<file path="config.mk">
export PLATFORM = sky130hd
export DESIGN_NAME = fc_inneuron_writer
export DESIGN_NICKNAME = d
export VERILOG_FILES = /design/src/rtl/fc_inneuron_writer.sv
export SDC_FILE = /design/constraint.sdc
export NUM_CORES = 1
export LEC_CHECK = 0
export ABC_CLOCK_PERIOD_IN_PS = 3200
export CAP_MARGIN = 0
export CORE_UTILIZATION = 49
export CTS_CLUSTER_DIAMETER = 200
export DETAILED_ROUTE_END_ITERATION = 12
export PLACE_DENSITY = 0.83
export SYNTH_ARGS = -nofsm -noshare
export SYNTH_HDL_FRONTEND = slang
export SYNTH_SLANG_ARGS = --single-unit
</file>
<file path="constraint.sdc">
create_clock -name clock_i -period 3.2 [get_ports clock_i]
set_clock_uncertainty 0.1 [all_clocks]
set_input_delay 0.8 -clock clock_i [delete_from_list [all_inputs] [get_ports clock_i]]
set_output_delay 0.8 -clock clock_i [all_outputs]
set_load 0.005 [all_outputs]
</file>
<file path="src/rtl/fc_inneuron_writer.sv">
// ---------------------------------------------------------------------------
// fc_inneuron_writer
//
// Fills the FC layer's PI input-neuron RAM banks from the upstream
// (pooling/flatten) output stream. Words are written sequentially through
// port A of each bank: word n lands in bank n/(INNEURON/PI) at address
// n mod (INNEURON/PI). After INNEURON words the buffer is flagged full and
// input is stalled until the FC compute side releases it.
//
// Handshake: a word is accepted on a rising clock edge where
// in_valid_i && in_ready_o. in_ready_o is combinational and only depends on
// the current state and enable_i. in_valid_i may be asserted without waiting
// for in_ready_o, and in_data_i must be stable while in_valid_i is high.
//
// Ports:
//   clock_i                 system clock, rising edge
//   reset_i                 asynchronous active-high reset
//   enable_i                block enable; also starts a pass from IDLE
//   in_valid_i / in_data_i  upstream neuron word stream
//   in_ready_o              upstream ready: FILL state and enable_i
//   in_neuron_wren_a_all_o  registered one-hot port-A write enable per bank
//   in_neuron_addr_a_o      registered port-A address shared by all banks
//   in_neuron_data_a_o      registered port-A data shared by all banks
//   buffer_full_o           registered level, high while in FULL
//   fill_done_o             registered one-cycle pulse on entry to FULL
//   release_i               FC compute side has consumed the buffer
//   word_count_o            words accepted in the current pass
//   state_o                 FSM state (0 IDLE, 1 FILL, 2 FULL) for debug
// ---------------------------------------------------------------------------
module fc_inneuron_writer #(
    parameter int INNEURON               = 64,
    parameter int PI                     = 4,
    parameter int DATA_WIDTH_FC          = 16,
    parameter int FC_INNEURON_ADDR_WIDTH = 4,
    parameter int FC_WORD_CNT_WIDTH      = 7
) (
    input  logic                              clock_i,
    input  logic                              reset_i,
    input  logic                              enable_i,
    input  logic                              in_valid_i,
    input  logic [DATA_WIDTH_FC-1:0]          in_data_i,
    output logic                              in_ready_o,
    output logic [PI-1:0]                     in_neuron_wren_a_all_o,
    output logic [FC_INNEURON_ADDR_WIDTH-1:0] in_neuron_addr_a_o,
    output logic [DATA_WIDTH_FC-1:0]          in_neuron_data_a_o,
    output logic                              buffer_full_o,
    output logic                              fill_done_o,
    input  logic                              release_i,
    output logic [FC_WORD_CNT_WIDTH-1:0]      word_count_o,
    output logic [1:0]                        state_o
);

    localparam int WORDS_PER_BANK = INNEURON / PI;
    localparam int BANK_W         = (PI > 1) ? $clog2(PI) : 1;

    localparam logic [FC_INNEURON_ADDR_WIDTH-1:0] LAST_ADDR =
        FC_INNEURON_ADDR_WIDTH'(WORDS_PER_BANK - 1);
    localparam logic [FC_WORD_CNT_WIDTH-1:0] LAST_WORD =
        FC_WORD_CNT_WIDTH'(INNEURON - 1);

    typedef enum logic [1:0] {
        ST_IDLE = 2'd0,
        ST_FILL = 2'd1,
        ST_FULL = 2'd2
    } state_t;

    state_t                              state_q;
    logic [FC_WORD_CNT_WIDTH-1:0]        word_count_q;
    logic [BANK_W-1:0]                   bank_idx_q;
    logic [FC_INNEURON_ADDR_WIDTH-1:0]   addr_cnt_q;
    logic [PI-1:0]                       wren_q;
    logic [FC_INNEURON_ADDR_WIDTH-1:0]   addr_q;
    logic [DATA_WIDTH_FC-1:0]            data_q;
    logic                                full_q;
    logic                                done_q;

    logic                                accept;

    assign in_ready_o = (state_q == ST_FILL) && enable_i;
    assign accept     = in_valid_i && in_ready_o;

    always_ff @(posedge clock_i or posedge reset_i) begin
        if (reset_i) begin
            state_q      <= ST_IDLE;
            word_count_q <= '0;
            bank_idx_q   <= '0;
            addr_cnt_q   <= '0;
            wren_q       <= '0;
            addr_q       <= '0;
            data_q       <= '0;
            full_q       <= 1'b0;
            done_q       <= 1'b0;
        end else begin
            // Strobe and pulse default low so each lasts exactly one cycle.
            wren_q <= '0;
            done_q <= 1'b0;

            case (state_q)
                ST_IDLE: begin
                    if (enable_i) begin
                        state_q <= ST_FILL;
                    end
                end

                ST_FILL: begin
                    if (accept) begin
                        wren_q       <= PI'(1) << bank_idx_q;
                        addr_q       <= addr_cnt_q;
                        data_q       <= in_data_i;
                        word_count_q <= word_count_q + 1'b1;

                        if (word_count_q == LAST_WORD) begin
                            // Last word: park both counters at the start of
                            // bank 0 so the next pass begins cleanly.
                            state_q    <= ST_FULL;
                            full_q     <= 1'b1;
                            done_q     <= 1'b1;
                            bank_idx_q <= '0;
                            addr_cnt_q <= '0;
                        end else if (addr_cnt_q == LAST_ADDR) begin
                            addr_cnt_q <= '0;
                            bank_idx_q <= bank_idx_q + 1'b1;
                        end else begin
                            addr_cnt_q <= addr_cnt_q + 1'b1;
                        end
                    end
                end

                ST_FULL: begin
                    if (release_i) begin
                        state_q      <= ST_IDLE;
                        full_q       <= 1'b0;
                        word_count_q <= '0;
                    end
                end

                default: begin
                    state_q <= ST_IDLE;
                end
            endcase
        end
    end

    assign in_neuron_wren_a_all_o = wren_q;
    assign in_neuron_addr_a_o     = addr_q;
    assign in_neuron_data_a_o     = data_q;
    assign buffer_full_o          = full_q;
    assign fill_done_o            = done_q;
    assign word_count_o           = word_count_q;
    assign state_o                = state_q;

endmodule

</file>
Word-level counts from Yosys, hierarchy flattened
Cells that the tools add are included.
Storage, ports and cells
  register bits after elaboration: 41
  input port bits: 21
Operators by class
  reduce and logical (&&, ||, !) cells: 10
  equal/unequal tests: 8
  mux-type cells: 21
  $add $sub $neg: 3
  shifts and indexed selects: 1
Operator list (count)
  4-bit 2-to-1 mux: 4
  7-bit 2-to-1 mux: 2
  7-bit one-hot mux with 2 select lines: 1
  2-bit 2-to-1 mux: 6
  4-bit AND reduction: 2
  7-bit by 1-bit adder with 7-bit output (second input constant): 1
  7-bit by 6-bit equality test with 1-bit output (second input constant): 1
  1-bit 2-to-1 mux: 6
  2-bit inequality test (second input constant): 3
  2-bit one-hot mux with 3 select lines: 1
  3-bit AND reduction: 2
  4-bit by 1-bit adder with 4-bit output (second input constant): 1
  4-bit equality test (second input constant): 1
  2-bit nonzero test: 2
  1-bit by 2-bit << shifter with 4-bit output (first input constant): 1
  2-bit by 1-bit adder with 2-bit output (second input constant): 1
  2-bit by 1-bit equality test with 1-bit output (second input constant): 1
  2-bit equality test (second input constant): 1
  1-bit logical AND: 2
  2-bit logical NOT: 1
  2-bit by 1-bit inequality test with 1-bit output (second input constant): 1
  1-bit one-hot mux with 2 select lines: 1
  2-bit AND reduction: 1

Logic depth before layout (Yosys ltp)
Gate-level depths: netlist of run 1.
  word-level depth: 5
  depth in mapped cells: 6

Worst setup path after synthesis of run 1
OpenSTA, ideal clock, no wires.
  path type: input to output
  from: input enable_i
  to: output in_ready_o
  cell stages on the path: 2
  required time: 2.300 ns
  arrival time: 0.936 ns
  slack: 1.364 ns
  buffers on the path: 0
  cells stage by stage: nand2_1 -> nor2_1
On the way
  cells in the longest elaborated chain, start to end: 1
RTL lines
  from (decl): RTL line 39  | input logic enable_i,
  1-bit logical AND: RTL line 79  | assign in_ready_o = (state_q == ST_FILL) && enable_i;
  to (decl): RTL line 42  | output logic in_ready_o,
Every way passes these cells.

Worst setup path in the final report of run 1
Same ends and word-level chain as after synthesis.

==> implementation parameters, run 1 <==
Parameter                              Value

Run status
  Status    finished, final reports clean

Clock tree
  Total number of H-tree levels    2
  Count of clock tree sinks    41
  Buffer cell driving the clock tree root    sky130_fd_sc_hd__clkbuf_4
  Number of instances resized during post-cts repair    0
  Clk Latency, worst-skew pair    between 0.3 and 0.4 ns
  CTS Hold Buffers Added    0
  Bufs on Longest Clock Path    2
  Clock-pin slew of the registers on the worst-case setup and hold paths    0.11 ns
  Num CTS Buffers    5
  Post-CTS Setup Inserts    0
  TritonCTS clock tree    done

Synthesis
  Cell Area, Synth    between 1500 and 2000 sq um
  Sequential cell area fraction in the yosys report    0.573
  Distinct cell type count after synthesis    34
  Number of enable-type register cells in the synthesized netlist    0
  Leading register cell type out of synthesis    sky130_fd_sc_hd__dfrtp_1
  Syn nets    between 200 and 250
  Synth async-reset ratio    1.00
  Gate Count Post-Synth    181
  Number of storage elements in the synthesis netlist    around 40
  Mean instance size in the synthesized netlist    9.89 sq um
  Warning count from the yosys run    0

Placed design
  Routability-driven placement congestion ratio    0.826
  Count of buffers inserted at the top-level ports    56
  Worst setup timing slack at the placement stage    roughly 0.29 ns
  HPWL Detailed    around 2600 um
  Placed Instances    between 200 and 300

Routing
  Vias after detailed routing    ~1500
  Initial DRC count    52
  Routed Antenna Nets    0
  Per-cell routed wire length    12.8 um
  Initial DRT Pass Iterations    5
  Post-Route WL    3680 um
  Remaining routing DRC violations    0
  Routed via count divided by cell count    ~5

Worst setup path
  Cell at the slowest stage of the critical path    sky130_fd_sc_hd__clkdlybuf4s50_1
  Internal reg-to-reg setup slack    roughly 1.4 ns
  Dominant cell type by count on the critical path    sky130_fd_sc_hd__clkdlybuf4s50_1
  Top fanout value on the critical path    5
  Startpoint of the worst register-to-register path    state_o[1]$_DFFE_PP0P_
  Cells along the critical path    clkdlybuf4s50_1, nand2_1, nor2_1, clkdlybuf4s50_1
  Kind of end point of the critical path    output port
  Required time worst endpoint    ~2.3 ns
  Kind of start point of the critical path    input pin
  Cells on worst reg2reg path    4
  Worst stage delay on the critical path    0.55 ns
  Critical path data arrival time    between 2 and 2.5 ns
  Critical setup path kind    input pin to output port
  Worst r2r dst    addr_cnt_q[0]$_DFFE_PP0P_

Final layout
  Footprint of the multi-input gates    between 700 and 800 sq um
  N_diodes    0
  Ratio of cells with drive above 1 in the final layout    0.0744
  Final Net Count    between 200 and 300
  Final standard cell count with taps included and fillers excluded    288
  Flip-flop and latch area    about 1000 sq um
  Number of fillers in the final layout    approximately 280
  Final core utilization    0.716
  Area grow syn2layout    36.6%

Die
  Die Height    roughly 62 um
  DIE AREA    approximately 4000 sq um
  Top-level I/O count    between 50 and 60
  Std-Cell Core Area    about 3400 sq um
  Std-Cell Rows    21
  Die W    around 62 um
  Starting density of the core    0.524

Global routing
  All-layer global routing usage    0.212
  Vias in the first global route    around 1400
  Gr ovfl total    0
  Initial antenna violation count    0
  Wire length of the first global-routing pass    between 6000 and 7000 um
  Maximum number of pins on one net before global-route repair    42

Run
  Number of maximum-capacitance violations    0

Hold path
  Worst Hold Launch    in_neuron_data_a_o[8]$_DFFE_PP0P_
  Worst Hold Endpoint    in_neuron_data_a_o[8]$_DFFE_PP0P_
  Class of the worst hold path    register to register
  Hold Path Cell Cnt    2

Pwr
  Power density relative to cell area    538 nW/um^2
  Sw power    just under 0.4 mW
  Fraction of power spent switching nets    0.302
  Combinational group share of total power    0.276
  Part of the power in registers    0.539
  Static leakage    between 1 and 1.5 nW
  Worst voltage drop across the vdd grid    ~400 uV
  Clk pwr share    0.185
  Cell internal power dissipation    between 0.9 and 1 mW

Timing
  Min Clock Period, post-route    2.92 ns
  Slew Limit Fails    0
  Final Hold Fails    0
  Final clock period utilization by the worst path    0.911
  Final worst-path setup slack    approximately 0.28 ns
  Highest clock frequency the design can meet    roughly 340 MHz
  Least-Margin Pin Slew    between 0.4 and 0.5 ns
  RSZ-0062 raised after global routing    false
  Number of setup violations in the final report    0
  Relative slew margins    0.667
  Setup TNS    0 ns
[layout make-up]
class	count	area share
Sequential cell	41	0.420
Multi-Input combinational cell	128	0.287
Timing Repair Buffer	60	0.242
Tap cell	46	0.0235
Clock buffer	6	0.0169
Inverter	5	0.00768
Clock inverter	2	0.00409
[state kept, by name, summed over array words and instances (netlist names)]
name	cells
bank_idx_q	2
buffer_full_o	1
addr_cnt_q	4
fill_done_o	1
in_neuron_wren_a_all_o	4
word_count_o	7
in_neuron_addr_a_o	4
in_neuron_data_a_o	16
state_o	2
[cells in the mapped netlist, types with 3 or more instances]
cell type                 count  area (sq um)
sky130_fd_sc_hd__o21ai_0     11          55.1
sky130_fd_sc_hd__buf_2        5          25.0
sky130_fd_sc_hd__nand2_1     67           251
sky130_fd_sc_hd__a22o_1       3          26.3
sky130_fd_sc_hd__a21oi_1      4          20.0
sky130_fd_sc_hd__ha_1         6          75.1
sky130_fd_sc_hd__a31oi_1      3          18.8
sky130_fd_sc_hd__inv_1        4          15.0
sky130_fd_sc_hd__and2_1       4          25.0
sky130_fd_sc_hd__nor2_1       4          15.0
sky130_fd_sc_hd__dfrtp_1     41          1030
[power by group through the flow]
stage	Clock (mW)	Combinational (mW)	Sequential, mW
4_1_cts	0.255	0.368	0.708
6_report	0.243	0.363	0.708
2_1_floorplan	0	0.155	0.709
5_1_grt	0.277	0.402	0.728
3_3_place_gp	0	0.355	0.712
3_5_place_dp	0	0.365	0.718
[per-stage QoR]
stage | power [mW] | instance area, sq um | hold slack (ns)
detailed placement | 1.08 | 2390 | 0.366
CTS | 1.33 | 2440 | 0.393
global route | 1.41 | 2440 | 0.423
global placement | 1.07 | 2390 | 0.357
floorplan | 0.864 | 1790 | 0.370
finish | 1.31 | 2440 | 0.390
[how the worst max path moves through the flow]
stage | slack [ns] | from | end
floorplan | 1.35 | reset_i | addr_cnt_q[0]$_DFFE_PP0P_
global placement | 0.31 | enable_i | in_ready_o
detailed placement | 0.29 | enable_i | in_ready_o
CTS | 0.27 | enable_i | in_ready_o
global route | 0.22 | enable_i | in_ready_o
finish | 0.28 | enable_i | in_ready_o
[cell usage in the layout (no fill, tap or decap), drive strengths merged, types with 4 or more instances in the layout]
| cell type | instances |
|---|---|
| nand2 | 67 |
| clkdlybuf4s50 | 56 |
| dfrtp | 41 |
| o21ai | 13 |
| ha | 6 |
| clkbuf | 6 |
| inv | 5 |
| a21oi | 4 |
| nor2 | 4 |
| and2 | 4 |
| buf | 4 |
[worst max-delay path: cells and delay by family]
family | cells | cell delay [ns]
simple gates | 2 | 0.16
buf+inv | 2 | 1.05
[kinds of logic after synthesis]
logic type               Yosys count  synth area share
AND/OR/NAND/NOR                   91             0.234
flip-flops                        41             0.573
AO/OA/AOI/OAI                     30             0.109
buffers and inverters             12            0.0350
adder cells (fa/ha/maj)            6            0.0420
multiplexers                       1           0.00629
[routing by layer]
metal | vias to the layer above | GRT usage | routed length [um]
met4 | 0 | 0.125 | 93
li1 | 724 | - | -
met2 | 49 | 0.345 | 1740
met5 | - | 0 | 0
met3 | 8 | 0.0474 | 200
met1 | 689 | 0.259 | 1640
Note: power is estimated with default switching activity, not from simulation.
==> run 2, diff against run 1 <==
Settings changed: ABC_CLOCK_PERIOD_IN_PS 3200 to 2600, CORE_UTILIZATION 49 to 41, PLACE_DENSITY 0.83 to 0.74.
Clock period 3.2 ns to 2.6 ns, I/O delays scaled along.
==> implementation parameters, run 2 (synthesized netlist as in run 1, its figures left out) <==
Parameter                              Value

Placed design
  Count of buffers inserted at the top-level ports    56 (unchanged)
  Worst setup timing slack at the placement stage    0.100 ns (-0.185 ns)
  Area after detailed placement    2420 sq um (+1.1%)
  HPWL Detailed    2490 um (-3.2%)
  Routability-driven placement congestion ratio    0.851 (+2.9%)
  Placed Instances    287 (+2.5%)

Pwr
  Worst voltage drop across the vdd grid    379 uV (-5.2%)
  Power density relative to cell area    747 nW/um^2 (+39%)
  Static leakage    1.21 nW (+4.0%)
  Total Power    1.91 mW (+45%)

Worst setup path
  Cell at the slowest stage of the critical path    sky130_fd_sc_hd__clkdlybuf4s50_1
  Critical path endpoint    in_ready_o
  CP Buf/Inv Count    2 (unchanged)
  Internal reg-to-reg setup slack    0.93 ns (-0.47 ns)
  Critical Path Source    enable_i
  Critical setup path kind    input pin to output port
  Kind of end point of the critical path    output port
  Top fanout value on the critical path    2 (-3)
  Required time worst endpoint    1.85 ns (-0.45 ns)
  Critical path data arrival time    1.76 ns (-0.26 ns)
  Depth of the critical timing path with buffers and inverters included    4 (unchanged)
  Cells on worst reg2reg path    5 (+1)
  Cells along the critical path    clkdlybuf4s50_1, nand2_1, nor2_1, clkdlybuf4s50_1
  Largest delay contributor family on the critical path    buffers and inverters
  Worst r2r dst    bank_idx_q[1]$_DFFE_PP0P_
  Kind of start point of the critical path    input pin
  Dominant cell type by count on the critical path    sky130_fd_sc_hd__clkdlybuf4s50_1
  Worst stage delay on the critical path    0.50 ns (-0.05 ns)
  Startpoint of the worst register-to-register path    word_count_o[0]$_DFFE_PP0P_

Clock tree
  Clk Latency, worst-skew pair    0.29 ns (-0.06 ns)
  Number of instances resized during post-cts repair    0 (unchanged)
  Clock-pin slew of the registers on the worst-case setup and hold paths    0.08 ns (-0.03 ns)
  TritonCTS clock tree    done
  Post-CTS Setup Inserts    0 (unchanged)
  CTS Hold Buffers Added    0 (unchanged)
  Num CTS Buffers    5 (unchanged)
  Total number of H-tree levels    2 (unchanged)
  Count of clock tree sinks    41 (unchanged)
  Bufs on Longest Clock Path    2 (unchanged)
  Buffer cell driving the clock tree root    sky130_fd_sc_hd__clkbuf_8

Die
  Starting density of the core    0.438 (-0.0860)
  DIE AREA    4630 sq um (+19%)
  Std-Cell Rows    23 (+9.5%)
  Die W    68.1 um (+9.0%)
  Die Height    68.1 um (+9.0%)
  Top-level I/O count    57 (unchanged)
  Std-Cell Core Area    4090 sq um (+20%)

Final layout
  Most frequent cells in the layout    sky130_fd_sc_hd__nand2_1, sky130_fd_sc_hd__clkdlybuf4s50_1, sky130_fd_sc_hd__dfrtp_1
  Final core utilization    0.625 (-0.0905)
  Number of fillers in the final layout    365 (+31%)
  Number of flip-flops in the largest register    16 (unchanged)
  Final Cell Area    2550 sq um (+4.5%)
  Ratio of cells with drive above 1 in the final layout    0.0898 (+0.0154)
  Final standard cell count with taps included and fillers excluded    295 (+2.4%)
  Area grow syn2layout    42.8%
  Leading cell type in the layout, fill and taps excluded    sky130_fd_sc_hd__nand2_1
  Final Net Count    271 (+1.1%)
  N_diodes    0 (unchanged)

Timing
  Final clock period utilization by the worst path    0.964
  Least-Margin Pin Slew    0.498 ns (-0.00121 ns)
  RSZ-0062 raised after global routing    false
  Final worst-path setup slack    0.0935 ns (-0.191 ns)
  Number of setup violations in the final report    0 (unchanged)
  Setup TNS    0 ns (unchanged)
  Worst Hold Margin    0.377 ns (-0.0125 ns)
  Final Hold Fails    0 (unchanged)
  Relative slew margins    0.668 (+0.000808)
  Min Clock Period, post-route    around 2.5 ns
  Slew Limit Fails    0 (unchanged)
  Highest clock frequency the design can meet    between 300 and 400 MHz

Global routing
  Initial antenna violation count    0 (unchanged)
  All-layer global routing usage    0.171 (-0.0416)
  Vias in the first global route    1335 (-5.5%)
  Gr ovfl total    0 (unchanged)
  Wire length of the first global-routing pass    5840 um (-7.3%)
  Maximum number of pins on one net before global-route repair    42 (unchanged)

Routing
  Routed via count divided by cell count    4.93 (-3.4%)
  Initial DRT Pass Iterations    4 (-1)
  Per-cell routed wire length    12.0 um (-6.3%)
  Vias after detailed routing    1455 (-1.0%)
  Initial DRC count    44 (-15%)
  Post-Route WL    3530 um (-4.0%)
  Remaining routing DRC violations    0 (unchanged)
  Routed Antenna Nets    0 (unchanged)

Run
  Number of maximum-capacitance violations    0 (unchanged)

Run status
  Status    finished, final reports clean

Hold path
  Class of the worst hold path    register to register
  Worst Hold Launch    in_neuron_data_a_o[3]$_DFFE_PP0P_
==> run 2: cell count changes in the layout (fill, tap and decap cells not counted) <==
cell / change
sky130_fd_sc_hd__inv_1: -1
sky130_fd_sc_hd__clkbuf_1: -1
sky130_fd_sc_hd__clkinv_2: -1
sky130_fd_sc_hd__clkbuf_8: +5
sky130_fd_sc_hd__clkbuf_4: -5
sky130_fd_sc_hd__buf_4: +3
sky130_fd_sc_hd__clkinv_1: +1
sky130_fd_sc_hd__bufinv_16: +2
==> run 2: worst register-to-register path, stage by stage, from the launching register on <==
cell and delay, ns:
sky130_fd_sc_hd__dfrtp_1 0.42, sky130_fd_sc_hd__ha_1 0.25, sky130_fd_sc_hd__nand3_2 0.13, sky130_fd_sc_hd__nor3_4 0.29, sky130_fd_sc_hd__nor2_1 0.11, sky130_fd_sc_hd__a32o_1 0.26
==> run 2: worst min-delay path by stage <==
stage                                          to  slack [ns]  depth (start not counted)
2_1_floorplan   in_neuron_data_a_o[0]$_DFFE_PP0P_        0.37                          2
3_3_place_gp    in_neuron_data_a_o[5]$_DFFE_PP0P_        0.36                          2
3_5_place_dp   in_neuron_data_a_o[14]$_DFFE_PP0P_        0.37                          2
4_1_cts        in_neuron_data_a_o[14]$_DFFE_PP0P_        0.38                          2
5_1_grt         in_neuron_data_a_o[6]$_DFFE_PP0P_        0.40                          2
6_report        in_neuron_data_a_o[3]$_DFFE_PP0P_        0.38                          2
==> run 2: metal layers <==
| metal | share of wire | global-route usage |
|---|---|---|
| met5 | 0 | 0 |
| met4 | 0.010 | 0.0599 |
| met3 | 0.066 | 0.0550 |
| met2 | 0.46 | 0.272 |
| met1 | 0.46 | 0.216 |
==> run 2: where the power goes <==
| group | internal, mW | leakage [nW] | total (mW) | switching [mW] |
|---|---|---|---|---|
| logic | 0.274 | 0.622 | 0.446 | 0.172 |
| clock network | 0.381 | 0.0681 | 0.593 | 0.212 |
| registers | 0.756 | 0.517 | 0.871 | 0.115 |
| total | 1.41 | 1.21 | 1.91 | 0.499 |
==> run 2: cell type report <==
class | instances | area, sq um | area share
tap | 50 | 62.6 | 0.0245
timing repair buffer | 63 | 613 | 0.240
inverter | 5 | 18.8 | 0.00735
multi-input combinational | 128 | 701 | 0.274
clock buffer | 5 | 68.8 | 0.0269
sequential | 41 | 1030 | 0.402
clock inverter | 3 | 65.1 | 0.0255
